==> config.mk <==
export PLATFORM = sky130hd
export DESIGN_NAME = mem_access_unit_flat
export DESIGN_NICKNAME = d
export VERILOG_FILES = /design/src/rtl/mem_access_unit_if.sv /design/src/rtl/mem_access_unit.sv /design/src/flat_wrapper.sv
export SDC_FILE = /design/constraint.sdc
export NUM_CORES = 1
export LEC_CHECK = 0
export CORE_MARGIN = 1.5
export CORE_UTILIZATION = 40
export DETAILED_ROUTE_END_ITERATION = 8
export HOLD_SLACK_MARGIN = 0.12
export PLACE_DENSITY_LB_ADDON = 0.05
export SETUP_SLACK_MARGIN = 0.2
export SLEW_MARGIN = 30
export SYNTH_ARGS = -nofsm -noshare
export SYNTH_HDL_FRONTEND = slang
export SYNTH_SLANG_ARGS = --single-unit
==> constraint.sdc <==
create_clock -name clk -period 2.8 [get_ports clk]
set_input_delay 0.56 -clock clk [delete_from_list [all_inputs] [get_ports clk]]
set_output_delay 0.56 -clock clk [all_outputs]
set_load 0.005 [all_outputs]
==> src/rtl/mem_access_unit_if.sv <==
// Request/response channel between the MEM stage and mem_access_unit.
// The MEM stage is the master and the unit is the slave.
interface mem_access_unit_if #(
  parameter int unsigned ADDR_W = 32
);
  logic              req_valid;
  logic              req_ready;
  logic              req_is_store;
  logic [2:0]        req_funct3;
  logic [ADDR_W-1:0] req_addr;
  logic [31:0]       req_wdata;
  logic              resp_valid;
  logic [31:0]       resp_rdata;
  logic              resp_fault;

  modport master (
    output req_valid, req_is_store, req_funct3, req_addr, req_wdata,
    input  req_ready, resp_valid, resp_rdata, resp_fault
  );

  modport slave (
    input  req_valid, req_is_store, req_funct3, req_addr, req_wdata,
    output req_ready, resp_valid, resp_rdata, resp_fault
  );
endinterface

==> src/rtl/mem_access_unit.sv <==
// Sequential load/store unit: region decode, byte-lane steering, word-crossing split
// into two accesses, and sign/zero-extended load results with a single-cycle response pulse.
module mem_access_unit #(
  parameter bit          ALLOW_MISALIGNED = 1'b1,
  parameter int unsigned ADDR_W           = 32
) (
  input  logic                clk,
  input  logic                rst_n,
  mem_access_unit_if.slave    bus,
  output logic [ADDR_W-3:0]   mem_addr,
  output logic [31:0]         mem_wdata,
  output logic [3:0]          mem_wmask,
  output logic                dmem_en,
  output logic                dmem_we,
  output logic                imem_we,
  output logic                bios_en,
  input  logic [31:0]         dmem_rdata,
  input  logic [31:0]         bios_rdata
);

  localparam logic [2:0] FNC_LB  = 3'b000;
  localparam logic [2:0] FNC_LH  = 3'b001;
  localparam logic [2:0] FNC_LW  = 3'b010;
  localparam logic [2:0] FNC_LBU = 3'b100;
  localparam logic [2:0] FNC_LHU = 3'b101;

  localparam logic [3:0] REG_DMEM = 4'b0001;
  localparam logic [3:0] REG_IMEM = 4'b0010;
  localparam logic [3:0] REG_MIX  = 4'b0011;
  localparam logic [3:0] REG_BIOS = 4'b0100;

  typedef enum logic [2:0] {
    S_IDLE, S_ACC0, S_ACC1, S_WAIT, S_RESP, S_FAULT
  } state_t;

  state_t state, state_nx;

  logic [ADDR_W-1:0] addr_q;
  logic [2:0]        f3_q;
  logic              store_q;
  logic              split_q;
  logic [31:0]       wdata_q;
  logic [31:0]       word0_q;
  logic [31:0]       word1_q;

  function automatic logic [2:0] size_of(input logic [2:0] f3);
    case (f3[1:0])
      2'b00:   size_of = 3'd1;
      2'b01:   size_of = 3'd2;
      default: size_of = 3'd4;
    endcase
  endfunction

  // Request decode, evaluated on the incoming request while IDLE.
  logic [3:0]  in_region;
  logic [1:0]  in_off;
  logic [2:0]  in_size;
  logic        in_bad_f3;
  logic        in_region_ok;
  logic        in_split;
  logic        in_misal;
  logic        in_cross;
  logic        in_fault;
  logic [31:0] in_wdata;

  always_comb begin
    in_region = bus.req_addr[ADDR_W-1 -: 4];
    in_off    = bus.req_addr[1:0];
    in_size   = size_of(bus.req_funct3);
    if (bus.req_is_store) begin
      in_bad_f3    = bus.req_funct3[2] | (&bus.req_funct3[1:0]);
      in_region_ok = (in_region == REG_DMEM) || (in_region == REG_MIX) ||
                     (in_region == REG_IMEM);
    end else begin
      in_bad_f3    = (&bus.req_funct3[1:0]) | (bus.req_funct3[2] & bus.req_funct3[1]);
      in_region_ok = (in_region == REG_DMEM) || (in_region == REG_MIX) ||
                     (in_region == REG_BIOS);
    end
    in_split = ({2'b00, in_off} + {1'b0, in_size}) > 4'd4;
    in_misal = ((in_size == 3'd2) && in_off[0]) || ((in_size == 3'd4) && (in_off != 2'd0));
    // The next word lands in another region exactly when the word-index bits below
    // the region field are all ones, so no full-width increment is needed here.
    in_cross = in_split && (&bus.req_addr[ADDR_W-5:2]);
    in_fault = in_bad_f3 || !in_region_ok || (in_misal && !ALLOW_MISALIGNED) || in_cross;
    case (in_size)
      3'd1:    in_wdata = {24'h0, bus.req_wdata[7:0]};
      3'd2:    in_wdata = {16'h0, bus.req_wdata[15:0]};
      default: in_wdata = bus.req_wdata;
    endcase
  end

  // Lane steering for the latched request.
  logic [1:0]  off_q;
  logic [3:0]  region_q;
  logic [2:0]  size_q;
  logic        bios_q;
  logic [4:0]  sh;
  logic [3:0]  smask;
  logic [31:0] d_lo, d_hi, r32, ld_res, rd_word;
  logic [3:0]  m_lo, m_hi;

  assign rd_word = bios_q ? bios_rdata : dmem_rdata;

  always_comb begin
    off_q    = addr_q[1:0];
    region_q = addr_q[ADDR_W-1 -: 4];
    size_q   = size_of(f3_q);
    bios_q   = (region_q == REG_BIOS);
    sh       = {off_q, 3'b000};
    case (size_q)
      3'd1:    smask = 4'b0001;
      3'd2:    smask = 4'b0011;
      default: smask = 4'b1111;
    endcase
    d_lo = wdata_q << sh;
    d_hi = wdata_q >> (6'd32 - {1'b0, sh});
    m_lo = smask << off_q;
    m_hi = smask >> (3'd4 - {1'b0, off_q});
    r32  = (word0_q >> sh) | (word1_q << (6'd32 - {1'b0, sh}));
    case (f3_q)
      FNC_LB:  ld_res = {{24{r32[7]}}, r32[7:0]};
      FNC_LH:  ld_res = {{16{r32[15]}}, r32[15:0]};
      FNC_LW:  ld_res = r32;
      FNC_LBU: ld_res = {24'h0, r32[7:0]};
      FNC_LHU: ld_res = {16'h0, r32[15:0]};
      default: ld_res = '0;
    endcase
  end

  always_ff @(posedge clk or negedge rst_n) begin
    if (!rst_n) begin
      state   <= S_IDLE;
      addr_q  <= '0;
      f3_q    <= '0;
      store_q <= 1'b0;
      split_q <= 1'b0;
      wdata_q <= '0;
      word0_q <= '0;
      word1_q <= '0;
    end else begin
      state <= state_nx;
      if (state == S_IDLE && bus.req_valid) begin
        addr_q  <= bus.req_addr;
        f3_q    <= bus.req_funct3;
        store_q <= bus.req_is_store;
        split_q <= in_split;
        wdata_q <= in_wdata;
        word0_q <= '0;
        word1_q <= '0;
      end
      if (state == S_ACC1) word0_q <= rd_word;
      if (state == S_WAIT) begin
        if (split_q) word1_q <= rd_word;
        else         word0_q <= rd_word;
      end
    end
  end

  always_comb begin
    state_nx       = state;
    bus.req_ready  = 1'b0;
    bus.resp_valid = 1'b0;
    bus.resp_fault = 1'b0;
    bus.resp_rdata = '0;
    mem_addr       = '0;
    mem_wdata      = '0;
    mem_wmask      = '0;
    dmem_en        = 1'b0;
    dmem_we        = 1'b0;
    imem_we        = 1'b0;
    bios_en        = 1'b0;
    case (state)
      S_IDLE: begin
        bus.req_ready = 1'b1;
        if (bus.req_valid) state_nx = in_fault ? S_FAULT : S_ACC0;
      end
      S_ACC0, S_ACC1: begin
        mem_addr = addr_q[ADDR_W-1:2] + {{(ADDR_W-3){1'b0}}, (state == S_ACC1)};
        if (store_q) begin
          dmem_we   = (region_q == REG_DMEM) || (region_q == REG_MIX);
          imem_we   = (region_q == REG_IMEM) || (region_q == REG_MIX);
          mem_wmask = (state == S_ACC1) ? m_hi : m_lo;
          mem_wdata = (state == S_ACC1) ? d_hi : d_lo;
        end else begin
          dmem_en = !bios_q;
          bios_en = bios_q;
        end
        if (state == S_ACC0) state_nx = split_q ? S_ACC1 : S_WAIT;
        else                 state_nx = S_WAIT;
      end
      S_WAIT: state_nx = S_RESP;
      S_RESP: begin
        bus.resp_valid = 1'b1;
        bus.resp_rdata = store_q ? '0 : ld_res;
        state_nx       = S_IDLE;
      end
      S_FAULT: begin
        bus.resp_valid = 1'b1;
        bus.resp_fault = 1'b1;
        state_nx       = S_IDLE;
      end
      default: state_nx = S_IDLE;
    endcase
  end

endmodule
==> src/flat_wrapper.sv <==
// flat-port wrapper written by rule: the top's interface ports become plain ports
module mem_access_unit_flat 
#(
  parameter bit          ALLOW_MISALIGNED = 1'b1,
  parameter int unsigned ADDR_W           = 32
)
  (clk, rst_n, mem_addr, mem_wdata, mem_wmask, dmem_en, dmem_we, imem_we, bios_en, dmem_rdata, bios_rdata, bus_req_valid, bus_req_is_store, bus_req_funct3, bus_req_addr, bus_req_wdata, bus_req_ready, bus_resp_valid, bus_resp_rdata, bus_resp_fault);
  mem_access_unit_if #(.ADDR_W(ADDR_W)) bus_i ();
  input  logic clk;
  input  logic rst_n;
  output logic [ADDR_W-3:0] mem_addr;
  output logic [31:0] mem_wdata;
  output logic [3:0] mem_wmask;
  output logic dmem_en;
  output logic dmem_we;
  output logic imem_we;
  output logic bios_en;
  input  logic [31:0] dmem_rdata;
  input  logic [31:0] bios_rdata;
  input wire logic [$bits(bus_i.req_valid)-1:0] bus_req_valid;
  input wire logic [$bits(bus_i.req_is_store)-1:0] bus_req_is_store;
  input wire logic [$bits(bus_i.req_funct3)-1:0] bus_req_funct3;
  input wire logic [$bits(bus_i.req_addr)-1:0] bus_req_addr;
  input wire logic [$bits(bus_i.req_wdata)-1:0] bus_req_wdata;
  output wire logic [$bits(bus_i.req_ready)-1:0] bus_req_ready;
  output wire logic [$bits(bus_i.resp_valid)-1:0] bus_resp_valid;
  output wire logic [$bits(bus_i.resp_rdata)-1:0] bus_resp_rdata;
  output wire logic [$bits(bus_i.resp_fault)-1:0] bus_resp_fault;
  assign bus_i.req_valid = bus_req_valid;
  assign bus_i.req_is_store = bus_req_is_store;
  assign bus_i.req_funct3 = bus_req_funct3;
  assign bus_i.req_addr = bus_req_addr;
  assign bus_i.req_wdata = bus_req_wdata;
  assign bus_req_ready = bus_i.req_ready;
  assign bus_resp_valid = bus_i.resp_valid;
  assign bus_resp_rdata = bus_i.resp_rdata;
  assign bus_resp_fault = bus_i.resp_fault;
  mem_access_unit #(.ALLOW_MISALIGNED(ALLOW_MISALIGNED), .ADDR_W(ADDR_W)) u_core (.clk(clk), .rst_n(rst_n), .bus(bus_i), .mem_addr(mem_addr), .mem_wdata(mem_wdata), .mem_wmask(mem_wmask), .dmem_en(dmem_en), .dmem_we(dmem_we), .imem_we(imem_we), .bios_en(bios_en), .dmem_rdata(dmem_rdata), .bios_rdata(bios_rdata));
endmodule
[Yosys cells after proc, flatten, opt, wreduce, memory -nomap -nowiden]
Index checks and enable logic that the tools add are counted.
Cells by class
  bitwise operators: 4
  magnitude comparators: 1
  multiplexer cells: 40
  shift operators: 6
  reductions and logical operators: 19
  add/sub/neg operators: 4
  equal/unequal tests: 24
Operators by type and width (count)
  $mux 32: 13
  $pmux 32 s5: 1
  $pmux 32 s2: 1
  $or 32x32->32: 1
  $shl 32x5->32: 1
  $shl 32x6->32: 1
  $shr 32x5->32: 1
  $shr 32x6->32: 1
  $add 30x1->30: 1
  $mux 30: 1
  $reduce_and 26->1: 1
  $eq 4x2->1 const B: 4
  $eq 3x2->1 const B: 5
  $mux 1: 14
  $eq 3x1->1 const B: 4
  $eq 3x3->1 const B: 4
  $mux 4: 3
  $pmux 3 s2: 2
  $mux 3: 3
  $pmux 3 s3: 1
  $eq 4x1->1 const B: 2
  $eq 4x3->1 const B: 2
  $pmux 4 s2: 1
  $logic_or 1x1->1: 7
  other kinds (16): 23
Word-level totals
  output and inout bits: 105
  input bits: 135
  bits in registers: 136
  word-level logic and storage cells: 106

[Depth between registers and ports, before layout]
  depth in word-level cells: 10
  mapped depth: 13
  mapped depth without buffers: 7

[Least setup slack after synthesis]
Ideal clock, no wire load.
  kind: register -> output
  from: reg u_core.state[1]
  to: out mem_addr[21]
  data required time: 2240 ps
  data arrival time: 2505 ps
  cell stages (with the launch flop): 13
  path buffers: 5
  path slack: -265 ps
  cell sequence: dfrtp_1 buf_4 or3b_1 buf_6 clkinv_4 buf_6 buf_6 ha_1 and2_1 clkbuf_1 nand4_2 or4_1 a21oi_1
On the way
  cells in the longest elaborated chain, start to end: 3
  elaborated cells on any way between the ends: 5
  classes of those cells: add/sub (1); eq/ne (2); mux (1); reduce/logical (1)
Ends and longest elaborated chain
  start, declared: line mem_access_unit.sv:36  | state_t state, state_nx;
  start signal, assigned: line mem_access_unit.sv:141  | state <= state_nx;
  $eq 3x2->1 or $eq 3x1->1 (tied branches): line mem_access_unit.sv:172, mem_access_unit.sv:178
  $add 30x1->30 or $reduce_or 2->1 (tied branches): line mem_access_unit.sv:178, mem_access_unit.sv:172
  $mux 30 *: line mem_access_unit.sv:172  | case (state)
  end, declared: line flat_wrapper.sv:11  | output logic [ADDR_W-3:0] mem_addr;
Every way passes the cells marked *; elsewhere a longest branch is shown, timed or not.

[Worst setup path after layout]
  from: reg u_core.state[0]
  to: out mem_addr[16]
Same word-level chain as after synthesis.

==> results by group <==
Detailed routing
  • Routed wire per std cell: 20.8 µm
  • DRT iter0 DRCs: 704
  • Pre-Repair DR Iteration Count: 5
  • Vias per cell: 5.83
  • Post-route ant nets: 0
  • Total Wirelength: 37,400 µm
  • Vias after detailed routing: 10,454
  • DRC Markers: 0

Global routing
  • Global-route congestion overflow total: 0
  • Largest net degree at the start of global routing: 65
  • Vias in the first global route: 9,633
  • Total track usage: 28.7%
  • First-pass GRT wire length: 54,400 µm
  • Initial antenna violation count: 1

Clocking
  • Clock Tree Root: clkbuf_16
  • Htree depth: 4
  • Worst-path clk slew: 0.06 ns
  • CTS sink count: 136
  • Max Buffers Root-to-Sink: 2
  • Clk Latency, worst-skew pair: 0.43 ns
  • Clock buffer count from CTS: 17
  • CTS tree: yes

STA
  • Setup_tns: -18.55 ns
  • RSZ-0062 raised after global routing: true
  • Relative slew slack: 50.1%
  • Max frequency: 315 MHz
  • # setup viols final: 89
  • Fin crit share: 114%
  • Actual slew at the worst max-slew pin: 0.748 ns
  • Hold Vio Cnt, Final: 0
  • Minimum clock period: 3.18 ns
  • WHS: 0.497 ns
  • Worst Skew: 0.00744 ns
  • Slew Limit Fails: 0
  • Worst setup margin: -0.379 ns

Finish
  • Layout area overhead: 64.5%
  • Final nets: 1,603
  • Multi-input gate area: 6640 µm²
  • Layout cells sized above 1: 42.4%
  • Fill count: 1,883
  • Post-Route Utilization: 66.7%
  • Register area: 3410 µm²
  • # diodes: 0
  • Finished Layout Cells: 1,793

Worst setup path
  • Crit path top cell by count: ha_4
  • Endpoint class of the critical path: output pin
  • Arr. time, crit path: 2.62 ns
  • Slowest CP cell: or4_4
  • Worst EP required: 2.24 ns
  • Delay-heaviest family, CP: simple AND/OR/NAND/NOR gates
  • Cell Chain, Critical Path: or3b_4 -> clkinv_4 -> ha_4 -> ha_4 -> nand4_4 -> buf_6 -> or4_4 -> a21oi_2 -> buf_2
  • CP max stage delay: 0.47 ns
  • Worst setup SP type: flip-flop
  • Buf/Inv on CP: 3
  • Max FO, Critical Path: 5
  • CP Class: flip-flop to output pin

Synth
  • YS warnings: 0
  • Syn_area_per_cell: 8.86 µm²
  • Async SR Flop Fraction: 100%
  • Sequential area share after synthesis: 36.0%
  • Ys flop type: dfrtp_1
  • Synth Register Bits: 136
  • Mapped Cells: 1,068
  • Main area contributors after synthesis: dfrtp_1 (36%), mux2_2 (8.4%), mux2i_1 (7.8%)
  • Unique cell type count in the Yosys netlist: 66
  • Top-area cell type share of the netlist area: 36.0%
  • Synth cell count leaders: dfrtp_1 (136), o21ai_0 (108), nand2_1 (91), nand3_1 (79), mux2i_1 (74)
  • Syn_nets: 1,210
  • Most frequent cell after synthesis: dfrtp_1
  • Number of synthesized flops with an enable pin: 0
  • Post-Syn Area: 9460 µm²
  • Yosys top cell by area: dfrtp_1

Place
  • DP HPWL: 23,800 µm
  • Cell count after placement: 1,634
  • GPL Wtd Cong: 0.886
  • # port buffers: 239

Pwr
  • Power Dens Cells: 1260 nW/µm²
  • Peak supply drop: 0.000794 V
  • Lkg Pwr: 6.63 nW
  • Final total power: 0.0196 W

Die
  • Rows: 56
  • Core ar.: 23,300 µm²
  • Die width: 157 µm
  • DIE HEIGHT: 157 µm
  • Die Area: 24,600 µm²
  • Initial core utilization: 40.6%
  • IO Pins: 240

Worst hold path
  • Hold WC Path Type: flip-flop to flip-flop

Flow run
  • Max-cap violations: 0

Status
  • Failing checks: setup timing
  • Run status: finished, violations left
-- stage by stage --
stage	instance area, µm²	worst slack (ns)
4_1_cts	14600	-0.429
6_report	15600	-0.379
3_3_place_gp	13000	-0.232
5_1_grt	15600	-0.452
2_1_floorplan	9780	-0.0478
3_5_place_dp	13000	-0.255
-- worst register-to-register path: stages, from the launching register on --
cell	delay, ns
dfrtp_2	0.47
inv_1	0.17
nor4_4	0.41
buf_12	0.29
mux2i_1	0.59
o21ai_0	0.19
-- path summary, 6_finish.rpt --
kind	startpoint	end	slack, ns	cells after the start
setup / recovery	u_core.state[0]$_DFFE_PN0P_	mem_addr[16]	-0.38	9
hold / removal	u_core.word0_q[8]$_DFF_PN0_	u_core.word0_q[8]$_DFF_PN0_	0.50	2
setup reg to reg	u_core.addr_q[30]$_DFFE_PN0P_	u_core.word0_q[30]$_DFF_PN0_	0.52	5
hold reg to reg	u_core.word0_q[8]$_DFF_PN0_	u_core.word0_q[8]$_DFF_PN0_	0.50	2
max in group asynchronous	rst_n	u_core.word0_q[25]$_DFF_PN0_	1.48	3
min in group asynchronous	rst_n	u_core.wdata_q[27]$_DFFE_PN0P_	0.66	2
-- kinds of logic after synthesis --
family / after synthesis / synth area share [%]
and+or+nand+nor: 334 / 18.1
buffers and inverters: 121 / 6.08
DFF: 136 / 36.0
adders and majority gates: 7 / 1.00
xor gates and xnor gates: 12 / 1.11
muxes: 148 / 16.6
AOI/OAI and AO/OA: 310 / 21.1
-- repair_timing --
| item | 4_1_cts | 5_1_grt |
|---|---|---|
| setup endpoints to repair | 102 | 105 |
| gates cloned | 5 | 6 |
| buffers inserted | 74 | 41 |
| pin swaps | 95 | 99 |
| resized for setup | 549 | 176 |
| hold buffers | 1 | 0 |
| endpoints found under the hold margin | 5 | 0 |
-- sequential cells by signal (all words and copies together) (netlist names) --
| name | count |
|---|---|
| u_core.word1_q | 32 |
| u_core.wdata_q | 32 |
| u_core.f3_q | 3 |
| u_core.state | 3 |
| u_core.split_q | 1 |
| u_core.word0_q | 32 |
| u_core.addr_q | 32 |
| u_core.store_q | 1 |
-- layout make-up --
class | instances | share of cell area [%]
repair buffers | 469 | 28.5
well taps | 319 | 2.56
inverters | 24 | 0.659
clock buffers | 19 | 2.78
clock inverters | 13 | 0.940
multi-input cells | 813 | 42.6
flip-flops and latches | 136 | 21.9
-- layer usage --
layer / vias up / global-route usage [%] / routed length, µm
li1: 4781 / - / -
met1: 5041 / 41.3 / 15900
met2: 541 / 42.8 / 16900
met3: 89 / 5.95 / 3460
met4: 2 / 9.16 / 1100
met5: - / 0 / 11
-- where the power goes --
part           switching [W]  internal (W)  total (W)
Clock               0.000936       0.00132    0.00226
Combinational        0.00651       0.00675     0.0133
Sequential           0.00125       0.00286    0.00411
-- cells in the final DEF, fill, tap and decap left out, types with 9 or more instances in the layout --
cell             count
nand2b_1            21
buf_4               99
a31oi_1             15
clkbuf_16           22
and3_1               9
mux2i_1             68
buf_2               90
nand3_1             72
nand4_1             11
clkdlybuf4s50_1    135
inv_1               20
buf_12              21
xor2_1               9
dfrtp_1            133
nor2_1              47
buf_6              106
mux2_2              66
a22oi_1              9
o21ai_0             94
o2bb2ai_1           12
a21oi_1             21
a21oi_2             42
a211oi_2             9
nand2_1             78
Power figures use the tool's default switching activity.
